`src/rtl/coherence_bus_arbiter.sv`:
```
// N-way snoop-bus arbiter: writebacks beat reads up to a streak limit, round-robin within a class.
// Optional watchdog release is compiled in with `define BUS_ARB_TIMEOUT_EN.
module coherence_bus_arbiter #(
    parameter int CPUS           = 4,
    parameter int MAX_WB_STREAK  = 3,
    parameter int TIMEOUT_CYCLES = 255,
    localparam int CPU_ID_W      = $clog2(CPUS)
) (
    input  logic                CLK,
    input  logic                RST,
    input  logic [CPUS-1:0]     req,
    input  logic [CPUS-1:0]     req_wb,
    input  logic                txn_done,
    output logic [CPUS-1:0]     gnt,
    output logic                gnt_valid,
    output logic [CPU_ID_W-1:0] gnt_id,
    output logic                gnt_wb,
    output logic                timeout_err
);

    localparam int SW = $clog2(MAX_WB_STREAK + 1);
    localparam logic [CPUS-1:0] ONE_HOT0 = {{(CPUS-1){1'b0}}, 1'b1};

    typedef enum logic {IDLE = 1'b0, BUSY = 1'b1} state_t;

    state_t              state_q, state_d;
    logic [CPUS-1:0]     gnt_q, gnt_d;
    logic                gnt_valid_q, gnt_valid_d;
    logic [CPU_ID_W-1:0] gnt_id_q, gnt_id_d;
    logic                gnt_wb_q, gnt_wb_d;
    logic [CPU_ID_W-1:0] rr_ptr_q, rr_ptr_d;
    logic [SW-1:0]       wb_streak_q, wb_streak_d;

    logic [CPUS-1:0]     wb_set, rd_set, cand;
    logic                use_wb;
    logic [CPU_ID_W-1:0] win_id;

`ifdef BUS_ARB_TIMEOUT_EN
    localparam int WD = $clog2(TIMEOUT_CYCLES + 1);
    logic [WD-1:0]       wdog_q, wdog_d;
    logic                timeout_err_q, timeout_err_d;
`endif

    // First set bit of cand scanning upward from ptr, wrapping explicitly at CPUS.
    function automatic logic [CPU_ID_W-1:0] pick_winner(input logic [CPUS-1:0] c,
                                                        input logic [CPU_ID_W-1:0] ptr);
        logic [CPU_ID_W-1:0] win;
        logic                found;
        int                  idx;
        win   = '0;
        found = 1'b0;
        for (int i = 0; i < CPUS; i++) begin
            idx = int'(ptr) + i;
            if (idx >= CPUS) begin
                idx = idx - CPUS;
            end else begin
                idx = idx;
            end
            if (!found && c[idx]) begin
                found = 1'b1;
                win   = CPU_ID_W'(idx);
            end else begin
                found = found;
            end
        end
        return win;
    endfunction

    // Class selection and winner choice for the current request set.
    always_comb begin
        wb_set = req & req_wb;
        rd_set = req & ~req_wb;
        use_wb = (wb_set != '0) && ((rd_set == '0) || (wb_streak_q < SW'(MAX_WB_STREAK)));
        cand   = use_wb ? wb_set : rd_set;
        win_id = pick_winner(cand, rr_ptr_q);
    end

    // Next-state logic for the grant FSM.
    always_comb begin
        state_d     = state_q;
        gnt_d       = gnt_q;
        gnt_valid_d = gnt_valid_q;
        gnt_id_d    = gnt_id_q;
        gnt_wb_d    = gnt_wb_q;
        rr_ptr_d    = rr_ptr_q;
        wb_streak_d = wb_streak_q;
`ifdef BUS_ARB_TIMEOUT_EN
        wdog_d        = wdog_q;
        timeout_err_d = 1'b0;
`endif
        case (state_q)
            IDLE: begin
                if (req != '0) begin
                    state_d     = BUSY;
                    gnt_d       = ONE_HOT0 << win_id;
                    gnt_valid_d = 1'b1;
                    gnt_id_d    = win_id;
                    gnt_wb_d    = use_wb;
                    rr_ptr_d    = (win_id == CPU_ID_W'(CPUS - 1)) ? '0 : win_id + CPU_ID_W'(1);
                    if (use_wb && (rd_set != '0)) begin
                        wb_streak_d = (wb_streak_q == SW'(MAX_WB_STREAK)) ? wb_streak_q
                                                                         : wb_streak_q + SW'(1);
                    end else begin
                        wb_streak_d = '0;
                    end
`ifdef BUS_ARB_TIMEOUT_EN
                    wdog_d = '0;
`endif
                end else begin
                    state_d = IDLE;
                end
            end
            BUSY: begin
                if (txn_done) begin
                    state_d     = IDLE;
                    gnt_d       = '0;
                    gnt_valid_d = 1'b0;
                    gnt_id_d    = '0;
                    gnt_wb_d    = 1'b0;
`ifdef BUS_ARB_TIMEOUT_EN
                end else if (wdog_q == WD'(TIMEOUT_CYCLES)) begin
                    state_d       = IDLE;
                    gnt_d         = '0;
                    gnt_valid_d   = 1'b0;
                    gnt_id_d      = '0;
                    gnt_wb_d      = 1'b0;
                    timeout_err_d = 1'b1;
                end else begin
                    wdog_d = wdog_q + WD'(1);
`else
                end else begin
                    state_d = BUSY;
`endif
                end
            end
            default: begin
                state_d     = IDLE;
                gnt_d       = '0;
                gnt_valid_d = 1'b0;
                gnt_id_d    = '0;
                gnt_wb_d    = 1'b0;
            end
        endcase
    end

    // State and output registers with synchronous reset.
    always_ff @(posedge CLK) begin
        if (RST) begin
            state_q     <= IDLE;
            gnt_q       <= '0;
            gnt_valid_q <= 1'b0;
            gnt_id_q    <= '0;
            gnt_wb_q    <= 1'b0;
            rr_ptr_q    <= '0;
            wb_streak_q <= '0;
`ifdef BUS_ARB_TIMEOUT_EN
            wdog_q        <= '0;
            timeout_err_q <= 1'b0;
`endif
        end else begin
            state_q     <= state_d;
            gnt_q       <= gnt_d;
            gnt_valid_q <= gnt_valid_d;
            gnt_id_q    <= gnt_id_d;
            gnt_wb_q    <= gnt_wb_d;
            rr_ptr_q    <= rr_ptr_d;
            wb_streak_q <= wb_streak_d;
`ifdef BUS_ARB_TIMEOUT_EN
            wdog_q        <= wdog_d;
            timeout_err_q <= timeout_err_d;
`endif
        end
    end

    assign gnt       = gnt_q;
    assign gnt_valid = gnt_valid_q;
    assign gnt_id    = gnt_id_q;
    assign gnt_wb    = gnt_wb_q;
`ifdef BUS_ARB_TIMEOUT_EN
    assign timeout_err = timeout_err_q;
`else
    assign timeout_err = 1'b0;
`endif

endmodule

```
`config.mk`:
```
export PLATFORM = sky130hd
export DESIGN_NAME = coherence_bus_arbiter
export DESIGN_NICKNAME = d
export VERILOG_FILES = /design/src/rtl/coherence_bus_arbiter.sv
export SDC_FILE = /design/constraint.sdc
export NUM_CORES = 1
export LEC_CHECK = 0
export ABC_AREA = 1
export BUFFER_PORTS_ARGS = -buffer_cell sky130_fd_sc_hd__buf_2
export CORE_AREA = 2 2 57 59
export DETAILED_ROUTE_END_ITERATION = 10
export DIE_AREA = 0 0 59 61
export PLACE_DENSITY = 0.52
export REMOVE_ABC_BUFFERS = 1
export SLEW_MARGIN = 20
export SYNTH_ARGS = -nofsm -noshare
export SYNTH_HDL_FRONTEND = slang
export SYNTH_SLANG_ARGS = --single-unit
```
`constraint.sdc`:
```
create_clock -name CLK -period 3.1 [get_ports CLK]
set_clock_uncertainty 0.1 [all_clocks]
set_input_delay 0.465 -clock CLK [delete_from_list [all_inputs] [get_ports CLK]]
set_output_delay 0.465 -clock CLK [all_outputs]
set_load 0.05 [all_outputs]
```
# --- Word-level counts from Yosys, hierarchy flattened ---
# Cells that the tools add are included.
word_totals:
  input_bits: 11
  register_bits: 13
op_classes:
  mux: 41
  shifts: 1
  add_sub_neg: 9
  order_cmp: 9
  eq_ne: 5
  bitwise: 4
  reduce_logical: 16
ops:
  columns: ["operator", "n"]
  rows:
  - ["$lt A32 B4 Y1 const B", 4]
  - ["$mux W32", 4]
  - ["$mux W2", 9]
  - ["$mux W1", 16]
  - ["$mux W4", 3]
  - ["$reduce_bool A4 Y1", 3]
  - ["$sub A3 B3 Y4 const B", 3]
  - ["$ge A3 B3 Y1 const B", 3]
  - ["$and A4 B4 Y4", 2]
  - ["$bmux W1 S2", 4]
  - ["$pmux W4 S2", 1]
  - ["$add A2 B2 Y3 const B", 2]
  - ["$ne A2 B2 Y1 const B", 3]
  - ["$pmux W1 S2", 3]
  - ["$logic_and A1 B1 Y1", 5]
  - ["$add A2 B1 Y2 const B", 2]
  - ["$eq A2 B2 Y1 const B", 2]
  - ["$logic_not A4 Y1", 1]
  - ["$not A4 Y4", 1]
  - ["$pmux W2 S2", 1]
  - ["$reduce_and A2 Y1", 2]
  - ["$shl A1 B2 Y4 const A", 1]
  - ["$sub A2 B3 Y4 const B", 1]
  - ["$add A2 B1 Y3 const B", 1]
  - ["other kinds (6)", 8]

# --- Logic depth before layout (Yosys ltp) ---
depth:
  word_depth: 22
  depth_mapped: 18
  depth_no_buf: 18

# --- Least setup slack after synthesis ---
# No wires, ideal clock.
synth_timing:
  path_type: "input to register"
  startpoint: "input req_wb[1]"
  endpoint: "register rr_ptr_q[1]"
  slack_ps: 749
  arrival_time_ps: 2131
  path_stages: 16
  cell_sequence: "inv_1 -> nand2_1 -> nand2_1 -> o21ai_4 -> nand2_4 -> nand2_1 -> nand3_2 -> nand3_1 -> nand2_2 -> nand2_2 -> nand3_1 -> nand2_1 -> inv_1 -> ha_1 -> o21ai_0 -> a21oi_1"
synth_between:
  elab_chain_len: 21
synth_rtl:
  columns: ["element", "line", "rtl"]
  rows:
  - ["start, declared", "12", "input logic [CPUS-1:0] req_wb,"]
  - ["$not A4 Y4", "72", "rd_set = req & ~req_wb;"]
  - ["$and A4 B4 Y4", "72", null]
  - ["$logic_not A4 Y1", "73", "use_wb = (wb_set != '0) && ((rd_set == '0) || (wb_streak_q < SW'(MAX_WB_STREAK)));"]
  - ["$logic_or A1 B1 Y1", "73", null]
  - ["$logic_and A1 B1 Y1", "73", null]
  - ["$mux W4 (*)", "74", "cand = use_wb ? wb_set : rd_set;"]
  - ["$bmux W1 S2", "59", "if (!found && c[idx]) begin"]
  - ["$mux W1 (not written as such) (2 in series)", "59", null]
  - ["[4 not listed]", null, null]
  - ["$logic_not A1 Y1", "59", null]
  - ["$logic_and A1 B1 Y1", "59", null]
  - ["$mux W1", "59", null]
  - ["$logic_not A1 Y1", "59", null]
  - ["$logic_and A1 B1 Y1", "59", null]
  - ["$mux W2 (*)", "59", null]
  - ["$add A2 B1 Y2 or $eq A2 B2 Y1 (tied branches)", "99", "rr_ptr_d = (win_id == CPU_ID_W'(CPUS - 1)) ? '0 : win_id + CPU_ID_W'(1);"]
  - ["$mux W2 (*)", "99", null]
  - ["end signal, assigned", "166", "rr_ptr_q <= rr_ptr_d;"]
  - ["end, declared", "31", "logic [CPU_ID_W-1:0] rr_ptr_q, rr_ptr_d;"]
# Every way passes the cells marked *; elsewhere a longest branch is shown, timed or not. The select of a mux whose other input is x is not followed.
# A chain may end at the register's enable or synchronous reset.

# --- Worst setup path after layout ---
layout_timing:
  startpoint: "input req[1]"
  endpoint: "register rr_ptr_q[1]"
layout_between:
  elab_chain_len: 20
layout_rtl:
  columns: ["element", "line", "rtl"]
  rows:
  - ["start, declared", "11", "input logic [CPUS-1:0] req,"]
  - ["$and A4 B4 Y4", "72", null]
  - ["$logic_not A4 Y1", "73", null]
  - ["$logic_or A1 B1 Y1", "73", null]
  - ["$logic_and A1 B1 Y1", "73", null]
  - ["$mux W4", "74", null]
  - ["$bmux W1 S2", "59", null]
  - ["$mux W1 (not written as such) (2 in series)", "59", null]
  - ["$mux W1", "59", null]
  - ["[3 not listed]", null, null]
  - ["$logic_not A1 Y1", "59", null]
  - ["$logic_and A1 B1 Y1", "59", null]
  - ["$mux W1", "59", null]
  - ["$logic_not A1 Y1", "59", null]
  - ["$logic_and A1 B1 Y1", "59", null]
  - ["$mux W2", "59", null]
  - ["$add A2 B1 Y2 or $eq A2 B2 Y1 (tied branches)", "99", null]
  - ["$mux W2", "99", null]
# Several ways; a longest one is shown, not always the timed one. The select of a mux whose other input is x is not followed.

==> run summary <==
Die height = 61 um
Worst endpoint required time = 3.18 ns
Hold Path Stages = 2
Row count = 20
Hold WC Path Type = input pin to register
Clock Tree Buf Depth = 2
H-tree levels = 1
Die Area = 3600 um^2
Tmin final = 2.39 ns
GRT Util Overall = 13.7%
Int Pwr = 428 uW
CTS tree = built
Top cells by area, synth = dfxtp_1 26%, nand3_1 12%, nand2_1 11%
FFs w/ async S/R, synth = 0%
Post-DP HPWL = 1770 um
CP top delay family = simple AND/OR/NAND/NOR gates
Yosys top cell area share = 26.3%
Reg2reg start = rr_ptr_q[0]
Num Clock Sinks = 13
Logic gate share of total power = 60.5%
Max VDD drop = 0.000355 V
Hold buffers post-CTS = 0
CP Max Fanout = 8
Antenna Nets Post-Route = 0
Post-Syn Instances = 141
Setup TNS = 0 ns
Synth Flop Type = dfxtp_1
Most common cell after layout, fill and taps aside = nand2_1
Crit share post-route = 77.0%
Placed inst area = 1110 um^2
Cell Chain, Critical Path = buf_2, nand2_1, nand2_1, o21ai_4, nand2_4, nand2_2, nand3_1, nand2_2, nor2_4, nand2_2, nand3_1, nand2_1, inv_1, ha_1, o21ai_0, a21oi_1
Cts repair resizes = 0
FF-to-FF End = rr_ptr_q[1]
Hold Crit Start = RST
Root Driver = clkbuf_4
Pwr dens = 783 nW/um^2
Initial antenna violation count = 0
Critical path class = input pin to register
DR vias = 978
Final setup violating endpoints = 0
Final hold slack = 0.312 ns
Routed len/inst = 11.0 um
CTS Buf Count = 3
Fin nets = 178
Highest clock rate = 419 MHz
Max-slew violation count = 0
Static Leak = 0.629 nW
WP buf/inv = 2
Switch share = 51.9%
Most frequent cells in the layout = 29 x nand2_1, 24 x nand3_1, 21 x inv_1
Critical path's largest stage delay = 0.28 ns
Total gr overflow = 0
Clock power share = 12.1%
Sw Pwr = 461 uW
Pre-antenna DRT Iters = 4
Total I/O pin count = 20
Crit-path slowest cell = ha_1
Initial Util = 33.5%
FF-to-FF setup slack = 0.75 ns
DRC = 0
Endpoints failing hold = 0
Post-synth EDFFs = 0
Seq/Total Area, Yosys = 26.3%
Fraction of layout cells with a size suffix above 1 = 27.3%
R2R cell count = 12
Clock slew at reported path FFs = 0.09 ns
Clk_lat worst skew = 0.29 ns
N_diodes = 0
Setup bufs post-CTS = 0
CP startpoint kind = input pin
YS warnings = 0
Starting DRT DRC Count = 59
GP Congestion = 0.718
Area grow syn2layout = 14.8%
Syn avg cell area = 7.02 um^2
Vias per inst = 5.04
Yosys reg bits = 13
Critical path data arrival time = 2.47 ns
WHS Endpoint = gnt_id[0]
Synth area leader = dfxtp_1
Pin count of the biggest net entering global routing = 10
Mapped Area = 990 um^2
Yosys cell types = 27
Fin area = 1140 um^2
Status = finished, final reports clean
PortBufs = 18
Die Wd = 59 um
First-pass GRT wire length = 3820 um
Sequential power share = 27.5%
Vias in the first global route = 928
CP Capture Type = register
Post-Route WL = 2140 um
Max-Cap Viols = 0
Core Box Area = 2950 um^2
Unrepaired setup endpoints after global routing = false
## power groups by stage
stage	Sequential (mW)	Clock [mW]	Combinational (mW)
finish	0.244	0.107	0.538
global route	0.250	0.114	0.607
CTS	0.244	0.108	0.544
detailed placement	0.249	0	0.539
global placement	0.247	0	0.541
floorplan	0.347	0	0.333
## flip-flops by register name, indices dropped and copies added, names as in the netlist
register	cells
gnt	4
gnt_id	2
rr_ptr_q	2
wb_streak_q	2
gnt_valid	1
gnt_wb	1
state_q	1
## per-stage QoR
step	power, mW	utilization [%]	setup slack [ns]	cells
finish	0.890	38.5	0.714	194
CTS	0.896	38.5	0.712	194
global route	0.970	38.5	0.482	194
detailed placement	0.788	37.5	0.416	190
global placement	0.787	37.5	0.482	190
floorplan	0.680	-	0.741	139
## cells in the mapped netlist, types with 2 or more instances
cell type	n
nand2_4	3
nor2_1	5
inv_1	21
nand3_1	24
a32o_1	4
dfxtp_1	13
ha_1	5
nand3_2	4
nand2_2	9
nand4_1	3
o21ai_0	2
a21oi_1	5
nand2_1	29
## worst max path at each step
stage / startpoint / endpoint / slack [ns] / cells after the start
floorplan: req_wb[1] / rr_ptr_q[1] / 0.74 / 16
global placement: req[1] / rr_ptr_q[1] / 0.48 / 16
detailed placement: req[1] / rr_ptr_q[1] / 0.42 / 16
CTS: req[1] / rr_ptr_q[1] / 0.71 / 16
global route: req_wb[1] / rr_ptr_q[1] / 0.48 / 17
finish: req[1] / rr_ptr_q[1] / 0.71 / 16
## worst reg2reg max path: stages, from the launching register on
cell and delay (ns):
dfxtp_1 0.51, clkinv_1 0.31, nand3_1 0.21, nand2_2 0.11, nor2_4 0.13, nand2_2 0.07, nand2_1 0.08, nand2_2 0.06
nand2_1 0.10, inv_1 0.07, ha_1 0.28, o21ai_0 0.17, a21oi_1 0.05
## final cells by class
type | instances | area, um^2
clock buffers | 3 | 22.5
clock inverters | 1 | 5.00
fillers | 323 | 1820
inverters | 23 | 86.3
multi-input cells | 103 | 631
flip-flops and latches | 13 | 260
well taps | 33 | 41.3
repair buffers | 18 | 90.1
## kinds of logic after synthesis
family                   after synthesis  share of synthesized area (%)
AND/OR/NAND/NOR                       80                           43.1
buffers and inverters                 25                           9.99
AO/OA/AOI/OAI                         16                           13.0
flip-flops                            13                           26.3
adder cells (fa/ha/maj)                5                           6.32
XOR/XNOR                               1                          0.885
other                                  1                          0.379
## routing by layer
layer	vias up	part of all wire [%]	GRT usage, %
met1	449	47	17.6
met5	-	0	0
met2	14	49	23.5
met4	0	1.4	6.82
li1	511	-	-
met3	4	2.6	0.640
Power figures use the tool's default switching activity.
